### src/rtl/dkong_dl_ctrl.sv
// -----------------------------------------------------------------------------
// dkong_dl_ctrl
//   ROM download controller for the Donkey Kong core. It watches the HPS ioctl
//   byte stream, forwards in-range bytes to the core ROMs one cycle late with a
//   one-hot region select, and keeps a byte count, a mod-256 checksum and an
//   out-of-range flag for each load. It also sequences the core reset: the
//   core is held in reset until a load has finished and a settle period has
//   elapsed, and a user reset request replays the settle period.
//
//   Handshake: ioctl_wr is a one-cycle strobe with no back-pressure; a byte is
//   taken whenever ioctl_download=1 and ioctl_wr=1 while a load is active
//   (including the cycle that starts the load). dn_wr is likewise a
//   one-cycle strobe; dn_addr/dn_data/dn_region are only meaningful with it.
//
// Ports
//   clk_sys        in   system clock
//   reset          in   synchronous active-high reset
//   ioctl_download in   download in progress
//   ioctl_wr       in   byte strobe
//   ioctl_addr     in   [24:0] byte address
//   ioctl_dout     in   [7:0]  byte data
//   user_reset     in   level reset request from OSD/button
//   core_reset     out  reset to the game core (low only in RUN)
//   dn_wr          out  ROM write strobe
//   dn_addr        out  [18:0] ROM address
//   dn_data        out  [7:0]  ROM data
//   dn_region      out  [4:0]  one-hot ROM region, zero when dn_wr=0
//   byte_cnt       out  [16:0] accepted in-range bytes this/last load
//   checksum       out  [7:0]  mod-256 sum of accepted bytes
//   range_err      out  sticky out-of-range flag for this load
//   load_ok        out  last load complete and error-free
//   o_dbg_state    out  [1:0]  FSM state (0 IDLE, 1 LOAD, 2 SETTLE, 3 RUN)
// -----------------------------------------------------------------------------
module dkong_dl_ctrl #(
  parameter int          SETTLE_CYC = 16,
  parameter logic [16:0] EXPECT_LEN = 17'h09300
) (
  input  logic        clk_sys,
  input  logic        reset,
  input  logic        ioctl_download,
  input  logic        ioctl_wr,
  input  logic [24:0] ioctl_addr,
  input  logic [7:0]  ioctl_dout,
  input  logic        user_reset,
  output logic        core_reset,
  output logic        dn_wr,
  output logic [18:0] dn_addr,
  output logic [7:0]  dn_data,
  output logic [4:0]  dn_region,
  output logic [16:0] byte_cnt,
  output logic [7:0]  checksum,
  output logic        range_err,
  output logic        load_ok,
  output logic [1:0]  o_dbg_state
);

  localparam int          CW          = (SETTLE_CYC > 1) ? $clog2(SETTLE_CYC) + 1 : 1;
  localparam logic [CW-1:0] SETTLE_LOAD = CW'(SETTLE_CYC - 1);
  localparam logic [24:0] ROM_TOP     = 25'h09300;

  typedef enum logic [1:0] {
    S_IDLE   = 2'd0,
    S_LOAD   = 2'd1,
    S_SETTLE = 2'd2,
    S_RUN    = 2'd3
  } state_t;

  state_t        r_state;
  logic [CW-1:0] r_settle_cnt;
  // Set by reset: a download still asserted across a reset must drop before a
  // new load can start.
  logic          r_need_fall;

  logic          w_enter_load;
  logic          w_accept;
  logic          w_in_range;
  logic          w_wr_ok;
  logic [4:0]    w_region;
  logic [16:0]   w_cnt_base;
  logic [7:0]    w_sum_base;
  logic          w_err_base;

  assign o_dbg_state = r_state;

  // A load starts in the cycle download is seen from any non-LOAD state,
  // except IDLE while waiting for a fresh download assertion.
  assign w_enter_load = ioctl_download &&
                        (((r_state == S_IDLE) && !r_need_fall) ||
                         (r_state == S_RUN) || (r_state == S_SETTLE));
  assign w_accept     = ioctl_download && ioctl_wr &&
                        ((r_state == S_LOAD) || w_enter_load);
  assign w_in_range   = (ioctl_addr < ROM_TOP);
  assign w_wr_ok      = w_accept && w_in_range;

  // Statistics restart from zero in the entry cycle so a byte arriving in
  // that same cycle lands on top of the cleared values.
  assign w_cnt_base   = w_enter_load ? 17'd0 : byte_cnt;
  assign w_sum_base   = w_enter_load ? 8'd0  : checksum;
  assign w_err_base   = w_enter_load ? 1'b0  : range_err;

  always_comb begin
    w_region = 5'b00000;
    if (ioctl_addr < 25'h04000)      w_region = 5'b00001;  // main CPU
    else if (ioctl_addr < 25'h06000) w_region = 5'b00010;  // sound CPU
    else if (ioctl_addr < 25'h07000) w_region = 5'b00100;  // tiles
    else if (ioctl_addr < 25'h09000) w_region = 5'b01000;  // sprites
    else if (ioctl_addr < ROM_TOP)   w_region = 5'b10000;  // PROMs
  end

  always_ff @(posedge clk_sys) begin
    if (reset) begin
      r_state      <= S_IDLE;
      r_settle_cnt <= '0;
      r_need_fall  <= 1'b1;
      core_reset   <= 1'b1;
      dn_wr        <= 1'b0;
      dn_addr      <= '0;
      dn_data      <= '0;
      dn_region    <= '0;
      byte_cnt     <= '0;
      checksum     <= '0;
      range_err    <= 1'b0;
      load_ok      <= 1'b0;
    end else begin
      // ROM write path
      dn_wr     <= 1'b0;
      dn_region <= 5'b00000;
      if (w_wr_ok) begin
        dn_wr     <= 1'b1;
        dn_addr   <= ioctl_addr[18:0];
        dn_data   <= ioctl_dout;
        dn_region <= w_region;
      end

      // Load statistics
      if (w_wr_ok && (w_cnt_base != 17'h1FFFF)) byte_cnt <= w_cnt_base + 17'd1;
      else                                      byte_cnt <= w_cnt_base;
      checksum  <= w_wr_ok ? (w_sum_base + ioctl_dout) : w_sum_base;
      range_err <= w_err_base | (w_accept && !w_in_range);

      if (!ioctl_download) r_need_fall <= 1'b0;

      // Sequencer; core_reset is low only while staying in or entering RUN.
      core_reset <= 1'b1;
      case (r_state)
        S_IDLE: begin
          if (w_enter_load) begin
            r_state <= S_LOAD;
            load_ok <= 1'b0;
          end
        end
        S_LOAD: begin
          if (!ioctl_download) begin
            r_state      <= S_SETTLE;
            r_settle_cnt <= SETTLE_LOAD;
            load_ok      <= (byte_cnt == EXPECT_LEN) && !range_err;
          end
        end
        S_SETTLE: begin
          if (ioctl_download) begin
            r_state <= S_LOAD;
            load_ok <= 1'b0;
          end else if (user_reset) begin
            r_settle_cnt <= SETTLE_LOAD;
          end else if (r_settle_cnt == '0) begin
            r_state    <= S_RUN;
            core_reset <= 1'b0;
          end else begin
            r_settle_cnt <= r_settle_cnt - 1'b1;
          end
        end
        S_RUN: begin
          if (ioctl_download) begin
            r_state <= S_LOAD;
            load_ok <= 1'b0;
          end else if (user_reset) begin
            r_state      <= S_SETTLE;
            r_settle_cnt <= SETTLE_LOAD;
          end else begin
            core_reset <= 1'b0;
          end
        end
        default: begin
          r_state <= S_IDLE;
        end
      endcase
    end
  end

endmodule

### config.mk
export PLATFORM = sky130hd
export DESIGN_NAME = dkong_dl_ctrl
export DESIGN_NICKNAME = d
export VERILOG_FILES = /design/src/rtl/dkong_dl_ctrl.sv
export SDC_FILE = /design/constraint.sdc
export NUM_CORES = 1
export LEC_CHECK = 0
export ABC_AREA = 1
export BUFFER_PORTS_ARGS = -buffer_cell sky130_fd_sc_hd__buf_2
export CAP_MARGIN = 10
export CORE_MARGIN = 2
export CORE_UTILIZATION = 43
export DETAILED_ROUTE_END_ITERATION = 10
export PLACE_DENSITY_LB_ADDON = 0.3
export REMOVE_ABC_BUFFERS = 1
export SLEW_MARGIN = 20
export SYNTH_ARGS = -nofsm -noshare
export SYNTH_HDL_FRONTEND = slang
export SYNTH_SLANG_ARGS = --single-unit
export TNS_END_PERCENT = 1
### constraint.sdc
create_clock -name clk_sys -period 3.4 [get_ports clk_sys]
set_input_delay 0.17 -clock clk_sys [delete_from_list [all_inputs] [get_ports clk_sys]]
set_output_delay 0.17 -clock clk_sys [all_outputs]
set_load 0.05 [all_outputs]
==> metrics.csv, run 1 <==
metric;value;unit
outcome;finished, final reports clean;
tightest_slew;0.8012;ns
stdcell_area;0.004305;mm^2
path_clk_slew;0.08;ns
place_area;0.004114;mm^2
drc;0;
drtIter0Drc;124;
grt-busiest-layer;met2;
fin_ws;0.4588;ns
totalWireLength;8487;um
rsz0062_at_grt;no;
switching_share;30.99;%
htree_levels;3;
ctsHoldBuffers;0;
crit_arrival;3.22;ns
ys_top_cells_by_area;dfxtp_1, nor2_1, nand2_1;
grt_pass1_vias;3177;
vias_per_cell;4.934;
grt_max_degree;41;
finalPower;1.865;mW
ir_worst_vdd;0.3357;mV
die_y;95.37;um
power_frac_seq;46.8;%
cts_tree;built;
crit_type;reg2reg;
setup_viol;0;
met2_usage;33.04;%
cts_setup_buffers;0;
cts-root-buf;clkbuf_8;
wl_per_cell;12.12;um
synth-edff-count;0;
dp.cells;684;
grt-ovfl-total;0;
hp-class;in2reg;
cp_max_fo;14;
worst_setup_path_end_kind;register;
fillCellCount;788;
grt.met1_usage;24.45;%
hpwlAfterDp;6250;um
required;3.67;ns
combPwrFrac;18.1;%
switchingPower;0.5780;mW
antenna_found_initial;1;
p_leak;2.001;nW
track_usage;19.74;%
p_clk_share;35.1;%
final_common_cell;buf_2;
numPortBuffers;100;
num-nets-final;640;
worstSkewPairLatency;0.35;ns
area_delta_synth_final;19.94;%
fp-row-count;33;
finalHoldViolCount;0;
fin_crit;2.941;ns
drive_gt1_share;27.27;%
multi_input_area;0.001831;mm^2
synth_top_area_cell;dfxtp_1;
ys_seq_area_share;38.48;%
cts-buffers-inserted;9;
drv_slew;0;
clk_path_buf_depth;2;
synth_top_area_share;38.48;%
skew;0.005555;ns
dieWidth;95.37;um
synth_cell_type_count;39;
grt_first_pass_wirelength;14260;um
syn_area;0.003590;mm^2
period_share;86.51;%
max_freq;0.3400;GHz
initial_core_util;44.13;%
cts_sinks;69;
dp_slack;0.4813;ns
postRouteAntennaNets;0;
fin_hold_ws;0.02565;ns
maxCapViolations;0;
relSlewSlack;46.53;%
startpoint_type;register;
avgSynthCellArea;7.281;um^2
cts_resized;0;
p_int;1.287;mW
use_met3;5.217;%
coreArea;0.008134;mm^2
setup_tns;0;ns
yosysWarnings;0;
final_cell_mix;buf_2, nor2_1, nand2_1, dfxtp_1, inv_1;
powerDensity;433.3;mW/mm^2
route.vias.total;3454;
synthCells;493;
ys_async_sr_fraction;0;%
layout.cells.non_filler;700;
regArea;0.001381;mm^2
drt-pass1-iter-count;5;
utilization;52.93;%
io_pins;101;
place_congestion;0.8682;
die_area;0.009095;mm^2
synth_flop_cell;dfxtp_1;
ys_ff_latch;69;
-- power groups by stage --
stage               Clock [mW]  Combinational [mW]  Sequential, mW
finish                   0.655               0.338           0.872
global route             0.710               0.377           0.878
CTS                      0.677               0.338           0.871
detailed placement           0               0.338           0.889
global placement             0               0.331           0.888
floorplan                    0               0.194           0.932
-- path summary, 6_finish.rpt --
path                            cells past startpoint  slack (ns)                        start                  endpoint
worst max-delay path                               18        0.46  o_dbg_state[1]$_SDFFE_PP0P_    byte_cnt[5]$_SDFF_PP0_
worst min register to register                      2        0.44     dn_addr[16]$_SDFFE_PP0N_  dn_addr[16]$_SDFFE_PP0N_
worst min-delay path                                2        0.03               ioctl_addr[14]   dn_region[0]$_SDFF_PP0_
worst max register to register                     18        0.46  o_dbg_state[1]$_SDFFE_PP0P_    byte_cnt[5]$_SDFF_PP0_
-- cell families after synthesis --
kind of cell / count (synthesis) / share of synthesized area, %
adder cells (fa/ha/maj): 12 / 4.392
XOR/XNOR: 5 / 1.220
AO/OA/AOI/OAI: 76 / 11.05
buffers and inverters: 82 / 10.53
AND/OR/NAND/NOR: 249 / 34.33
flip-flops: 69 / 38.48
-- Yosys cell counts, types with 6 or more instances --
cell	n
nor2_1	95
nand2_1	82
dfxtp_1	69
inv_1	54
a21oi_1	31
o21ai_0	24
nand3_1	18
o21ai_1	14
ha_1	11
inv_2	10
nor2_2	7
nor3_1	7
nand2_2	6
-- per-layer routing --
metal	wire length, um	vias to the layer above
met1	3779	1571
met5	0	-
met3	592	11
li1	-	1764
met4	117	0
met2	3999	108
-- sequential cells by signal (all words and copies together), names as in the netlist --
signal,count
dn_addr,19
r_need_fall,1
o_dbg_state,2
dn_region,5
r_settle_cnt,5
load_ok,1
range_err,1
core_reset,1
dn_wr,1
byte_cnt,17
dn_data,8
checksum,8
-- layout make-up --
type | instances | share of cell area, %
Antenna cell | 1 | 0.05812
Clock buffer | 9 | 2.877
Clock inverter | 6 | 1.511
Inverter | 64 | 5.580
Multi-Input combinational cell | 342 | 42.52
Sequential cell | 69 | 32.08
Tap cell | 105 | 3.051
Timing Repair Buffer | 104 | 12.32
-- worst max-delay path: stages (launching register included) --
cell      delay [ns]
dfxtp_1         0.33
inv_2           0.11
nand2_2         0.10
nand3_4         0.09
inv_2           0.07
nor2_1          0.17
ha_1            0.20
nand2_1         0.05
nand3b_2        0.24
nor2_2          0.16
nand2_2         0.10
nor4_1          0.25
ha_1            0.32
inv_1           0.11
nand4_4         0.23
nor2_2          0.08
nand2_1         0.08
nand2_1         0.05
a21oi_1         0.14
No activity file was read; power rests on OpenSTA's default activity.
==> run 2: changes to the inputs <==
- CORE_UTILIZATION: 43 -> 52
==> run 2 against run 1 <==
Global-route usage up 3.4 points. Power increased by 4.8%. Final area about the same. Clock-buffer cell count unchanged. Sequential power about the same. Combinational power about the same. Clock power rose by 14%. First-iteration DRC count down 11%. Critical path type unchanged.
==> metrics.csv, run 2 (synthesis results as in run 1) <==
metric;value;unit
outcome;finished, final reports clean;
area_delta_synth_final;19.90;%
finalHoldViolCount;0;
max_freq;0.3358;GHz
io_pins;101;
ir_worst_vdd;0.3598;mV
fin_crit;2.978;ns
wl_met1;3641;um
wl_met3;496;um
combPwrFrac;17.4;%
switching_share;29.96;%
vias_per_cell;5.110;
dieWidth;87.09;um
top_layer;met4;
track_usage;23.18;%
worst_setup_path_end_kind;register;
setup_tns;0;ns
cp_top_family;simple AND/OR/NAND/NOR gates;
hpwlAfterDp;6142;um
hp-class;in2reg;
grt_max_degree;41;
drive_gt1_share;27.39;%
path_clk_slew;0.08;ns
route.vias.total;3449;
required;3.62;ns
dp.cells;659;
die_area;0.007584;mm^2
grt-ovfl-total;0;
cts_resized;0;
ctsHoldBuffers;0;
clk_path_buf_depth;2;
critPathSlowestCell;dfxtp_1;
wl_per_cell;12.47;um
cts-root-buf;clkbuf_8;
drc;0;
layout.cells.non_filler;675;
fp-row-count;30;
p_clk_share;38.1;%
antenna_found_initial;0;
dp_slack;0.4676;ns
crit_buf_inv;3;
drtIter0Drc;110;
cp_max_fo;14;
numPortBuffers;100;
cts-buffers-inserted;9;
cts_tree;built;
initial_core_util;53.43;%
worst_path_largest_cell_delay;0.33;ns
cts_setup_buffers;0;
die_y;87.09;um
regArea;0.001381;mm^2
final_common_cell;buf_2;
reg_top3;dn_addr x19, byte_cnt x17;
routed-wl-met2;4228;um
worstSkewPairLatency;0.34;ns
largest_reg_flops;19;
period_share;87.59;%
tightest_slew;0.6146;ns
power_frac_seq;44.5;%
drv_slew;0;
startpoint_type;register;
crit_arrival;3.20;ns
rsz0062_at_grt;no;
setup_viol;0;
final_cell_mix;buf_2, nor2_1, nand2_1, dfxtp_1, inv_1;
antenna_cells;0;
num-nets-final;640;
coreArea;0.006719;mm^2
max_flop_register;dn_addr;
postRouteAntennaNets;0;
cts_sinks;69;
multi_input_area;0.001831;mm^2
skew;0.009717;ns
p_int;1.370;mW
switchingPower;0.5859;mW
htree_levels;3;
powerDensity;454.3;mW/mm^2
relSlewSlack;58.97;%
totalWireLength;8415;um
crit_chain;inv_2, nand2_2, nand3_4, inv_2, nor2_1, ha_1, nand2_1, nand3b_2, nor2_2, nand2_2, nor4_1, ha_1, inv_1, nand4_4, nor2_4, o21ai_0, a21oi_1;
place_congestion;0.8777;
maxCapViolations;0;
p_leak;2.012;nW
utilization;64.06;%
grt_pass1_vias;3273;
drt-pass1-iter-count;4;
fillCellCount;629;
fin_ws;0.4220;ns
crit_type;reg2reg;
grt_first_pass_wirelength;14020;um
-- run 2: changes by cell type in the layout (fill, tap and decap cells not counted), sizes merged --
cell and change:
diode -1, clkinvlp +1, inv +2, bufinv +1, clkinv -3
-- run 2: worst reg2reg max path: stages, from the launching register on --
cell	delay, ns
dfxtp_1	0.33
inv_2	0.11
nand2_2	0.10
nand3_4	0.09
inv_2	0.04
nor2_1	0.16
ha_1	0.19
nand2_1	0.05
nand3b_2	0.24
nor2_2	0.17
nand2_2	0.10
nor4_1	0.26
ha_1	0.32
inv_1	0.11
nand4_4	0.23
nor2_4	0.08
o21ai_0	0.20
a21oi_1	0.07
-- run 2: cell type report --
class	instances	share of cell area, %
clock buffer	9	2.878
clock inverter	7	2.267
inverter	64	5.581
multi-input combinational	342	42.53
sequential	69	32.09
tap	80	2.326
timing repair buffer	104	12.33
-- run 2: power groups by stage --
stage	logic (mW)	registers, mW	clock network (mW)
finish	0.341	0.869	0.745
global route	0.377	0.875	0.795
global placement	0.332	0.886	0
floorplan	0.194	0.932	0
CTS	0.340	0.869	0.760
detailed placement	0.339	0.887	0
-- run 2: path summary, 6_finish.rpt --
| path | start | endpoint | slack, ns | cells past startpoint |
|---|---|---|---|---|
| worst max-delay path | o_dbg_state[1]$_SDFFE_PP0P_ | byte_cnt[8]$_SDFF_PP0_ | 0.42 | 17 |
| worst min register to register | o_dbg_state[1]$_SDFFE_PP0P_ | core_reset$_SDFF_PP1_ | 0.43 | 1 |
| worst max register to register | o_dbg_state[1]$_SDFFE_PP0P_ | byte_cnt[8]$_SDFF_PP0_ | 0.42 | 17 |
| worst min-delay path | ioctl_addr[14] | dn_region[0]$_SDFF_PP0_ | 0.03 | 2 |
-- run 2: stage by stage --
step | cell area [um^2] | hold WS (ns) | power (mW)
after CTS | 4304 | 0.01265 | 1.969
after global placement | 4083 | 0.3814 | 1.218
after global routing | 4304 | 0.02611 | 2.046
final | 4304 | 0.02890 | 1.955
after floorplan | 3452 | 0.2391 | 1.126
after detailed placement | 4083 | 0.3807 | 1.226
-- run 2: per-layer routing --
metal,GRT usage (%),up-vias
li1,-,1768
met1,26.89,1577
met2,40.94,98
met3,4.929,6
met4,9.943,0
met5,0,-
